## src/rtl/mem_port_arbiter.sv

```systemverilog
// rtl/mem_port_arbiter.sv - fetch/data arbiter for a shared single-port memory bus
//
// Purpose: shares one single-port memory bus between instruction fetch and the
// memory-access stage. Each grant drives a registered mem_req/ack transfer.
// Completion returns a one-cycle *_valid pulse with the read data. A transfer that
// waits too long for mem_ack is aborted and flagged on err.
//
// Ports:
//   clk, rst                     clock (rising edge), asynchronous active-high reset
//   if_req/if_addr               fetch read request and address
//   if_rdata/if_valid/if_stall   fetch response data, completion pulse, hold line
//   dm_req/dm_we/dm_addr         data request, store flag, address
//   dm_wdata/dm_be               store data and byte enables
//   dm_rdata/dm_valid/dm_stall   data response data, completion pulse, hold line
//   flush                        redirect: kills an in-flight or newly offered fetch
//   mem_req/mem_we/mem_addr      memory bus request, write strobe, address
//   mem_wdata/mem_be             memory bus write data and byte enables
//   mem_ack/mem_rdata            memory bus completion and read data
//   err                          one-cycle pulse on a timeout abort

module mem_port_arbiter #(
  parameter int ADDR_W         = 32,
  parameter int DATA_W         = 32,
  parameter int TIMEOUT_CYCLES = 255,
  parameter int FAIR_LIMIT     = 4
) (
  input  logic                clk,
  input  logic                rst,
  input  logic                if_req,
  input  logic [ADDR_W-1:0]   if_addr,
  output logic [DATA_W-1:0]   if_rdata,
  output logic                if_valid,
  output logic                if_stall,
  input  logic                dm_req,
  input  logic                dm_we,
  input  logic [ADDR_W-1:0]   dm_addr,
  input  logic [DATA_W-1:0]   dm_wdata,
  input  logic [DATA_W/8-1:0] dm_be,
  output logic [DATA_W-1:0]   dm_rdata,
  output logic                dm_valid,
  output logic                dm_stall,
  input  logic                flush,
  output logic                mem_req,
  output logic                mem_we,
  output logic [ADDR_W-1:0]   mem_addr,
  output logic [DATA_W-1:0]   mem_wdata,
  output logic [DATA_W/8-1:0] mem_be,
  input  logic                mem_ack,
  input  logic [DATA_W-1:0]   mem_rdata,
  output logic                err
);

  localparam int FAIR_W = $clog2(FAIR_LIMIT + 1);

  typedef enum logic [1:0] {IDLE, IF_BUSY, DM_BUSY} state_t;

  state_t            state;
  logic [FAIR_W-1:0] fairCnt;
  logic [7:0]        waitCnt;
  logic              kill;

  logic fairHit;
  logic grantIf;
  logic grantDm;
  logic finish;

  // Data normally wins. Fetch wins once data has taken FAIR_LIMIT grants in a row
  // while fetch waited. A flush blocks fetch grants because that fetch would be dead.
  always_comb begin
    fairHit = (fairCnt == FAIR_W'(FAIR_LIMIT));
    grantIf = 1'b0;
    grantDm = 1'b0;
    if (state == IDLE) begin
      grantIf = if_req & ~flush & (~dm_req | fairHit);
      grantDm = dm_req & ~grantIf;
    end
    // Ack takes priority; otherwise abort on the last allowed wait cycle, so
    // mem_req is seen high for exactly TIMEOUT_CYCLES cycles.
    finish = mem_ack | (waitCnt == 8'(TIMEOUT_CYCLES - 1));
  end

  assign if_stall = if_req & ~if_valid;
  assign dm_stall = dm_req & ~dm_valid;

  always_ff @(posedge clk or posedge rst) begin
    if (rst) begin
      state     <= IDLE;
      fairCnt   <= '0;
      waitCnt   <= '0;
      kill      <= 1'b0;
      if_rdata  <= '0;
      if_valid  <= 1'b0;
      dm_rdata  <= '0;
      dm_valid  <= 1'b0;
      mem_req   <= 1'b0;
      mem_we    <= 1'b0;
      mem_addr  <= '0;
      mem_wdata <= '0;
      mem_be    <= '0;
      err       <= 1'b0;
    end else begin
      if_valid <= 1'b0;
      dm_valid <= 1'b0;
      err      <= 1'b0;

      if (!if_req || grantIf) begin
        fairCnt <= '0;
      end else if (grantDm && !fairHit) begin
        fairCnt <= fairCnt + FAIR_W'(1);
      end

      case (state)
        IDLE: begin
          kill    <= 1'b0;
          waitCnt <= '0;
          if (grantIf) begin
            state     <= IF_BUSY;
            mem_req   <= 1'b1;
            mem_we    <= 1'b0;
            mem_addr  <= if_addr;
            mem_wdata <= '0;
            mem_be    <= '1;
          end else if (grantDm) begin
            state     <= DM_BUSY;
            mem_req   <= 1'b1;
            mem_we    <= dm_we;
            mem_addr  <= dm_addr;
            mem_wdata <= dm_we ? dm_wdata : '0;
            mem_be    <= dm_we ? dm_be : '1;
          end
        end

        IF_BUSY, DM_BUSY: begin
          if (state == IF_BUSY && flush) begin
            kill <= 1'b1;
          end
          if (finish) begin
            mem_req <= 1'b0;
            state   <= IDLE;
            kill    <= 1'b0;
            err     <= ~mem_ack;
            if (state == IF_BUSY) begin
              // A flush arriving in the completion cycle kills the fetch as well.
              if (!(kill || flush)) begin
                if_valid <= 1'b1;
                if_rdata <= mem_ack ? mem_rdata : '0;
              end
            end else begin
              dm_valid <= 1'b1;
              dm_rdata <= (mem_ack && !mem_we) ? mem_rdata : '0;
            end
          end else begin
            waitCnt <= waitCnt + 8'd1;
          end
        end

        default: state <= IDLE;
      endcase
    end
  end

endmodule
```

## config.mk

```make
export PLATFORM = sky130hd
export DESIGN_NAME = mem_port_arbiter
export DESIGN_NICKNAME = d
export VERILOG_FILES = /design/src/rtl/mem_port_arbiter.sv
export SDC_FILE = /design/constraint.sdc
export NUM_CORES = 1
export LEC_CHECK = 0
export CAP_MARGIN = 20
export CORE_MARGIN = 2
export CORE_UTILIZATION = 35
export DETAILED_ROUTE_END_ITERATION = 6
export GPL_TIMING_DRIVEN = 0
export HOLD_SLACK_MARGIN = 0.08
export PLACE_DENSITY = 0.67
export SYNTH_ARGS = -nofsm -noshare
export SYNTH_HDL_FRONTEND = slang
export SYNTH_SLANG_ARGS = --single-unit
export TNS_END_PERCENT = 1
```

## constraint.sdc

```tcl
create_clock -name clk -period 9.44 [get_ports clk]
set_clock_uncertainty 0.05 [all_clocks]
set_input_delay 1.888 -clock clk [delete_from_list [all_inputs] [get_ports clk]]
set_output_delay 1.888 -clock clk [all_outputs]
set_load 0.05 [all_outputs]
```

==> results of run 1 <==
cell usage after synthesis, types with 2 or more instances:
| cell type | number |
|---|---|
| o211ai_1 | 3 |
| mux2i_1 | 33 |
| ha_1 | 6 |
| nor2b_1 | 2 |
| o22a_1 | 4 |
| nand2b_1 | 2 |
| inv_1 | 11 |
| o21ai_0 | 36 |
| dfrtp_1 | 151 |
| a21oi_1 | 5 |
| nand3_1 | 7 |
| nor2_1 | 7 |
| nand2_1 | 42 |
| buf_4 | 2 |
| o21ai_1 | 3 |
| or3_1 | 4 |
| clkbuf_1 | 9 |
| buf_6 | 5 |
| a22o_1 | 97 |
| mux2_2 | 2 |
| buf_2 | 15 |
| nor3_1 | 2 |
| a31oi_1 | 2 |
metal layers:
metal	vias to the layer above	share of wire [%]	routed length, um	track usage [%]
li1	2324	-	-	-
met1	2429	41	7373	24.88
met2	205	48	8674	33.16
met3	17	10	1876	8.156
met4	0	1.3	233	6.019
met5	-	0	0	0
final cells by class:
| type | count | area (um^2) | share of cell area [%] |
|---|---|---|---|
| timing repair buffer | 278 | 2800 | 28.71 |
| clock inverter | 11 | 195.2 | 2.001 |
| tap | 220 | 275.3 | 2.822 |
| clock buffer | 20 | 456.7 | 4.682 |
| sequential | 151 | 3779 | 38.74 |
| multi-input combinational | 275 | 2022 | 20.73 |
| inverter | 11 | 46.29 | 0.4746 |
| buffer | 31 | 180.2 | 1.847 |
registers in the layout (all words and copies together) (netlist names):
name       flops
mem_wdata     32
err            1
mem_we         1
dm_valid       1
mem_be         4
if_rdata      32
kill           1
mem_req        1
dm_rdata      32
state          2
mem_addr      32
waitCnt        8
fairCnt        3
if_valid       1
worst min path at each step:
stage | from | to | slack (ps) | depth (start not counted)
after CTS | mem_be[0] | mem_be[0] | 450 | 1
after global routing | mem_be[0] | mem_be[0] | 460 | 1
after floorplan | state[1] | state[1] | 420 | 1
after detailed placement | if_rdata[17] | if_rdata[17] | 430 | 1
final | mem_be[0] | mem_be[0] | 450 | 1
after global placement | mem_be[3] | mem_be[3] | 420 | 1
report_power, final:
group / internal (uW) / switching (uW)
clock: 484 / 263
combinational: 697 / 1270
sequential: 903 / 157
total: 2080 / 1690
critical path, cell delays in order:
cell,delay [ps]
clkdlybuf4s50_1,570
inv_1,120
nor2_1,110
clkdlybuf4s50_1,830
metrics by stage:
stage / cell area (um^2) / power (uW) / worst slack [ps] / std cells / hold WS [ps]
4_1_cts: 9754 / 3806 / 3966 / 997 / 448.4
2_1_floorplan: 6022 / 2319 / 3437 / 468 / 422.9
3_5_place_dp: 9102 / 3038 / 3975 / 966 / 430.9
5_1_grt: 9754 / 3944 / 3934 / 997 / 458.3
6_report: 9754 / 3771 / 3979 / 997 / 445.4
3_3_place_gp: 9070 / 3011 / 1474 / 965 / 423.7
cell families (layout without fill, tap and decap cells):
| group | Yosys count | in the layout |
|---|---|---|
| fa+ha+maj | 6 | 6 |
| mux | 35 | 35 |
| simple gates | 74 | 74 |
| buf+inv | 42 | 351 |
| xor+xnor | 2 | 2 |
| compound gates | 158 | 158 |
| flops | 151 | 151 |
==> metrics, run 1 <==
worst reg2reg path startpoint=state[0]; Critical Path Start Type=primary input; via density per instance=~5; capture point of the worst reg-to-reg path=dm_rdata[4]; clock latency reported for the late side of the worst-skew pair=410 ps; number of clock sinks=~150; area grow syn2layout=61.98%; fraction of synthesized area in multiplexers=5.859%; final design utilization=58.41%; Gates resized, CTS repair=0; clock tree from TritonCTS=yes; mean routed wirelength per cell=18.21 um; H-tree levels=4; Root Buffer=clkbuf_16; count of cell types in the netlist=41; Final Routed Wirelength=18160 um; required time at the endpoint of the critical path=7500 ps; worst reg-to-reg setup slack=7280 ps; type of destination of the critical path=output port; syn_nets=613; main flop type after synthesis=dfrtp_1; FFs w/ async S/R, synth=between 90% and 100%; measured slew at the worst slew-check pin=641.8 ps; drt initial violations=191; share of the yosys chip area belonging to registers=62.75%; adder and majority cell fraction of the synthesized area=1.247%; most common cell after layout, fill and taps aside=clkdlybuf4s50_1; clock-pin slew on the worst setup and hold paths=around 60 ps; maximum resistive drop on vdd=245.6 uV; vias after detailed routing=between 4k and 5k; DIE WIDTH=about 140 um; Synth Area in XOR/XNOR=less than 1%; number of global-route vias before repair=5275; CP Capture Point=dm_stall; number of register bits inferred by synthesis=between 150 and 200; fraction of layout cells with a size suffix above 1=8.237%; FP Rows=47; sum of negative setup slack=0 ps; dominant combinational cell family by area after synthesis=compound AO/OA/AOI/OAI gates; NumNets Final=910; setup bufs post-CTS=0; CTS buffer count=17; post-DP HPWL=13370 um; Hold/Removal Path Class=flip-flop to flip-flop; worst endpoint data arrival time=3520 ps; pin count of the biggest net entering global routing=82; top cell type's share of synthesized area=62.75%; global-route wire length before repair=28790 um; top-level port count=278; total die area=~0.018 mm^2; Hold Vio Cnt, Final=0; fraction of the cycle the final worst path needs=57.85%; status=finished, final reports clean; CTS Hold Buffers Added=0; Chip Height=135.2 um; # Max-Cap Violations=0; final setup violation count=0; path depth of the worst reg2reg path=7; Clock Path Buffers=2; final slew viol count=0; warning count from the yosys run=0; antenna violations before repair=0; crit path time final=5461 ps; total power per unit cell area=between 300 and 400 mW/mm^2; compound-cell area share of the yosys netlist=20.32%; Post-route DRC=0; grt ovf=0; Gate Count Post-Synth=roughly 470; Total Routing Usage GR=20.29%; initial cell density of the core=a little over a third; highest clock frequency the design can meet=about 180 MHz; DR pass1 iterations=6; Routability Congestion=0.7367; antenna diode count=0; largest fanout of any net on the critical path=5; remaining max-slew budget at the tightest pin=57.21%; leading area contributor after synthesis=dfrtp_1; fill cell total of the finished layout=about 1.4k; combined area of all synthesized cells=around 0.0060 mm^2; Static Leakage=around 0.0043 uW; antenna-violating nets left=0; highest-count cells in the layout ignoring fill and taps=277 x clkdlybuf4s50_1, 151 x dfrtp_1, 97 x a22o_1; number of enable flip-flop cells after synthesis=0; area fraction in and, or, nand and nor cells after synthesis=5.859%; critical path startpoint=dm_req; core outline area=0.01670 mm^2; kind of critical path=primary input to output port; Avg Inst Size Synth=about 13 um^2; buffers added on ports=277; RSZ-0062 raised after global routing=no; cells taking the most area after synthesis=dfrtp_1 63%, a22o_1 14%, mux2i_1 5.5%, o21ai_0 3.0%, nand2_1 2.6%
Note: power is estimated with default switching activity, not from simulation.
==> run 2, diff against run 1 <==
--- a/config.mk
+++ b/config.mk
@@ -11,7 +11,7 @@
 export DETAILED_ROUTE_END_ITERATION = 6
 export GPL_TIMING_DRIVEN = 0
 export HOLD_SLACK_MARGIN = 0.08
-export PLACE_DENSITY = 0.67
+export PLACE_DENSITY = 0.69
 export SYNTH_ARGS = -nofsm -noshare
 export SYNTH_HDL_FRONTEND = slang
 export SYNTH_SLANG_ARGS = --single-unit
==> constraint.sdc (replaced) <==
create_clock -name clk -period 4.5 [get_ports clk]
set_clock_uncertainty 0.05 [all_clocks]
set_input_delay 0.9 -clock clk [delete_from_list [all_inputs] [get_ports clk]]
set_output_delay 0.9 -clock clk [all_outputs]
set_load 0.05 [all_outputs]
==> metrics, run 2 (synthesis results as in run 1) <==
post-DP HPWL=13630 um; Routability Congestion=0.7571; Static Leakage=0.004299 uW; Total Routing Usage GR=20.09%; fraction of the cycle the final worst path needs=78.10%; buffers added on ports=around 280; pin count of the biggest net entering global routing=43; NumNets Final=around 910; library cell appearing most often on the critical path=clkdlybuf4s50_1; measured slew at the worst slew-check pin=571.9 ps; Root Buffer=clkbuf_16; kind of cell adding the most delay to the critical path=buffers and inverters; Hold Path Stages=1; capture point of the worst reg-to-reg path=dm_rdata[15]; CTS buffer count=17; worst-case hold slack=approximately 440 ps; final slew viol count=0; global-route wire length before repair=between 20000 and 30000 um; fill cell total of the finished layout=between 1k and 1.5k; # Max-Cap Violations=0; CP Capture Point=dm_stall; FP Rows=47; DR pass1 iterations=4; setup bufs post-CTS=0; worst endpoint data arrival time=2560 ps; maximum resistive drop on vdd=545.1 uV; clock-pin slew on the worst setup and hold paths=60 ps; H-tree levels=4; mean routed wirelength per cell=18.13 um; Hold/Removal Path Class=flip-flop to flip-flop; DP Area=0.009154 mm^2; kind of critical path=primary input to output port; remaining max-slew budget at the tightest pin=61.76%; RSZ-0062 raised after global routing=no; number of global-route vias before repair=5368; DIE WIDTH=between 100 and 150 um; worst reg-to-reg setup slack=2380 ps; core outline area=0.01670 mm^2; antenna diode count=0; Hold Vio Cnt, Final=0; setup ws final=985.4 ps; highest clock frequency the design can meet=roughly 280 MHz; final cell area excluding filler cells=0.009747 mm^2; critical path startpoint=dm_req; worst reg2reg path startpoint=state[0]; antenna-violating nets left=0; antenna violations before repair=0; required time at the endpoint of the critical path=3550 ps; crit-path max cell delay=about 850 ps; highest-count cells in the layout ignoring fill and taps=277 x clkdlybuf4s50_1, 151 x dfrtp_1, 97 x a22o_1; Worst path depth=4; initial cell density of the core=between 30% and 40%; area grow syn2layout=61.85%; top-level port count=278; total buffers and inverters traversed by the critical path=3; Post-route DRC=0; most common cell after layout, fill and taps aside=clkdlybuf4s50_1; sum of negative setup slack=0 ps; largest fanout of any net on the critical path=5; Critical Path Start Type=primary input; fraction of layout cells with a size suffix above 1=~8.5%; drt initial violations=165; slowest library cell on the worst path=clkdlybuf4s50_1; clock tree from TritonCTS=yes; type of destination of the critical path=output port; Critical Path, Cell by Cell=clkdlybuf4s50_1 -> inv_1 -> nor2_1 -> clkdlybuf4s50_1; Chip Height=around 140 um; crit path time final=3515 ps; grt ovf=0; status=finished, final reports clean; number of clock sinks=151; final setup violation count=0; total die area=~0.018 mm^2; total power per unit cell area=approximately 800 mW/mm^2; Setup WS pre-CTS=1008 ps; path depth of the worst reg2reg path=7; vias after detailed routing=5014; Gates resized, CTS repair=0; clock latency reported for the late side of the worst-skew pair=410 ps; Clock Path Buffers=2; via density per instance=5.019; CTS Hold Buffers Added=0; Final Routed Wirelength=18120 um
-- run 2: metal layers --
layer / vias to the layer above / part of all wire [%] / GRT usage [%]
met1: 2457 / 41 / 24.38
li1: 2329 / - / -
met2: 209 / 48 / 33.31
met3: 19 / 10 / 8.118
met5: - / 0 / 0
met4: 0 / 1.3 / 5.498
-- run 2: worst min path at each step --
stage | start | endpoint | slack [ps]
floorplan | state[1] | state[1] | 420
global placement | mem_be[2] | mem_be[2] | 420
detailed placement | mem_be[2] | mem_be[2] | 430
CTS | mem_be[2] | mem_be[2] | 440
global route | mem_be[2] | mem_be[2] | 460
finish | mem_be[2] | mem_be[2] | 440
-- run 2: area by class of cell --
cell class / count / area (um^2) / area share [%]
Tap cell: 220 / 275.3 / 2.824
Clock inverter: 11 / 150.1 / 1.540
Multi-Input combinational cell: 275 / 2022 / 20.74
Clock buffer: 19 / 442.9 / 4.544
Inverter: 11 / 45.04 / 0.4621
Sequential cell: 151 / 3779 / 38.77
Timing Repair Buffer: 281 / 2853 / 29.27
Buffer: 31 / 180.2 / 1.849
-- run 2: metrics by stage --
step	cells	total power (uW)	util [%]
global placement	965	6314	54.33
global route	999	8143	58.36
floorplan	468	4865	-
detailed placement	969	6378	54.81
finish	999	7784	58.36
CTS	999	7857	58.36
-- run 2: worst register-to-register path: cells and delay by family (launching register included) --
kind	cells	cell delay, ps
buf+inv	4	680
simple gates	1	520
fa+ha+maj	1	260
flops	1	380
compound gates	1	170
-- run 2: report_power, final --
part | internal, uW | leakage [uW] | switching (uW) | total [uW]
logic | 1470 | 0.00210 | 2660 | 4130
clock network | 883 | 0.000274 | 556 | 1440
registers | 1890 | 0.00193 | 324 | 2220
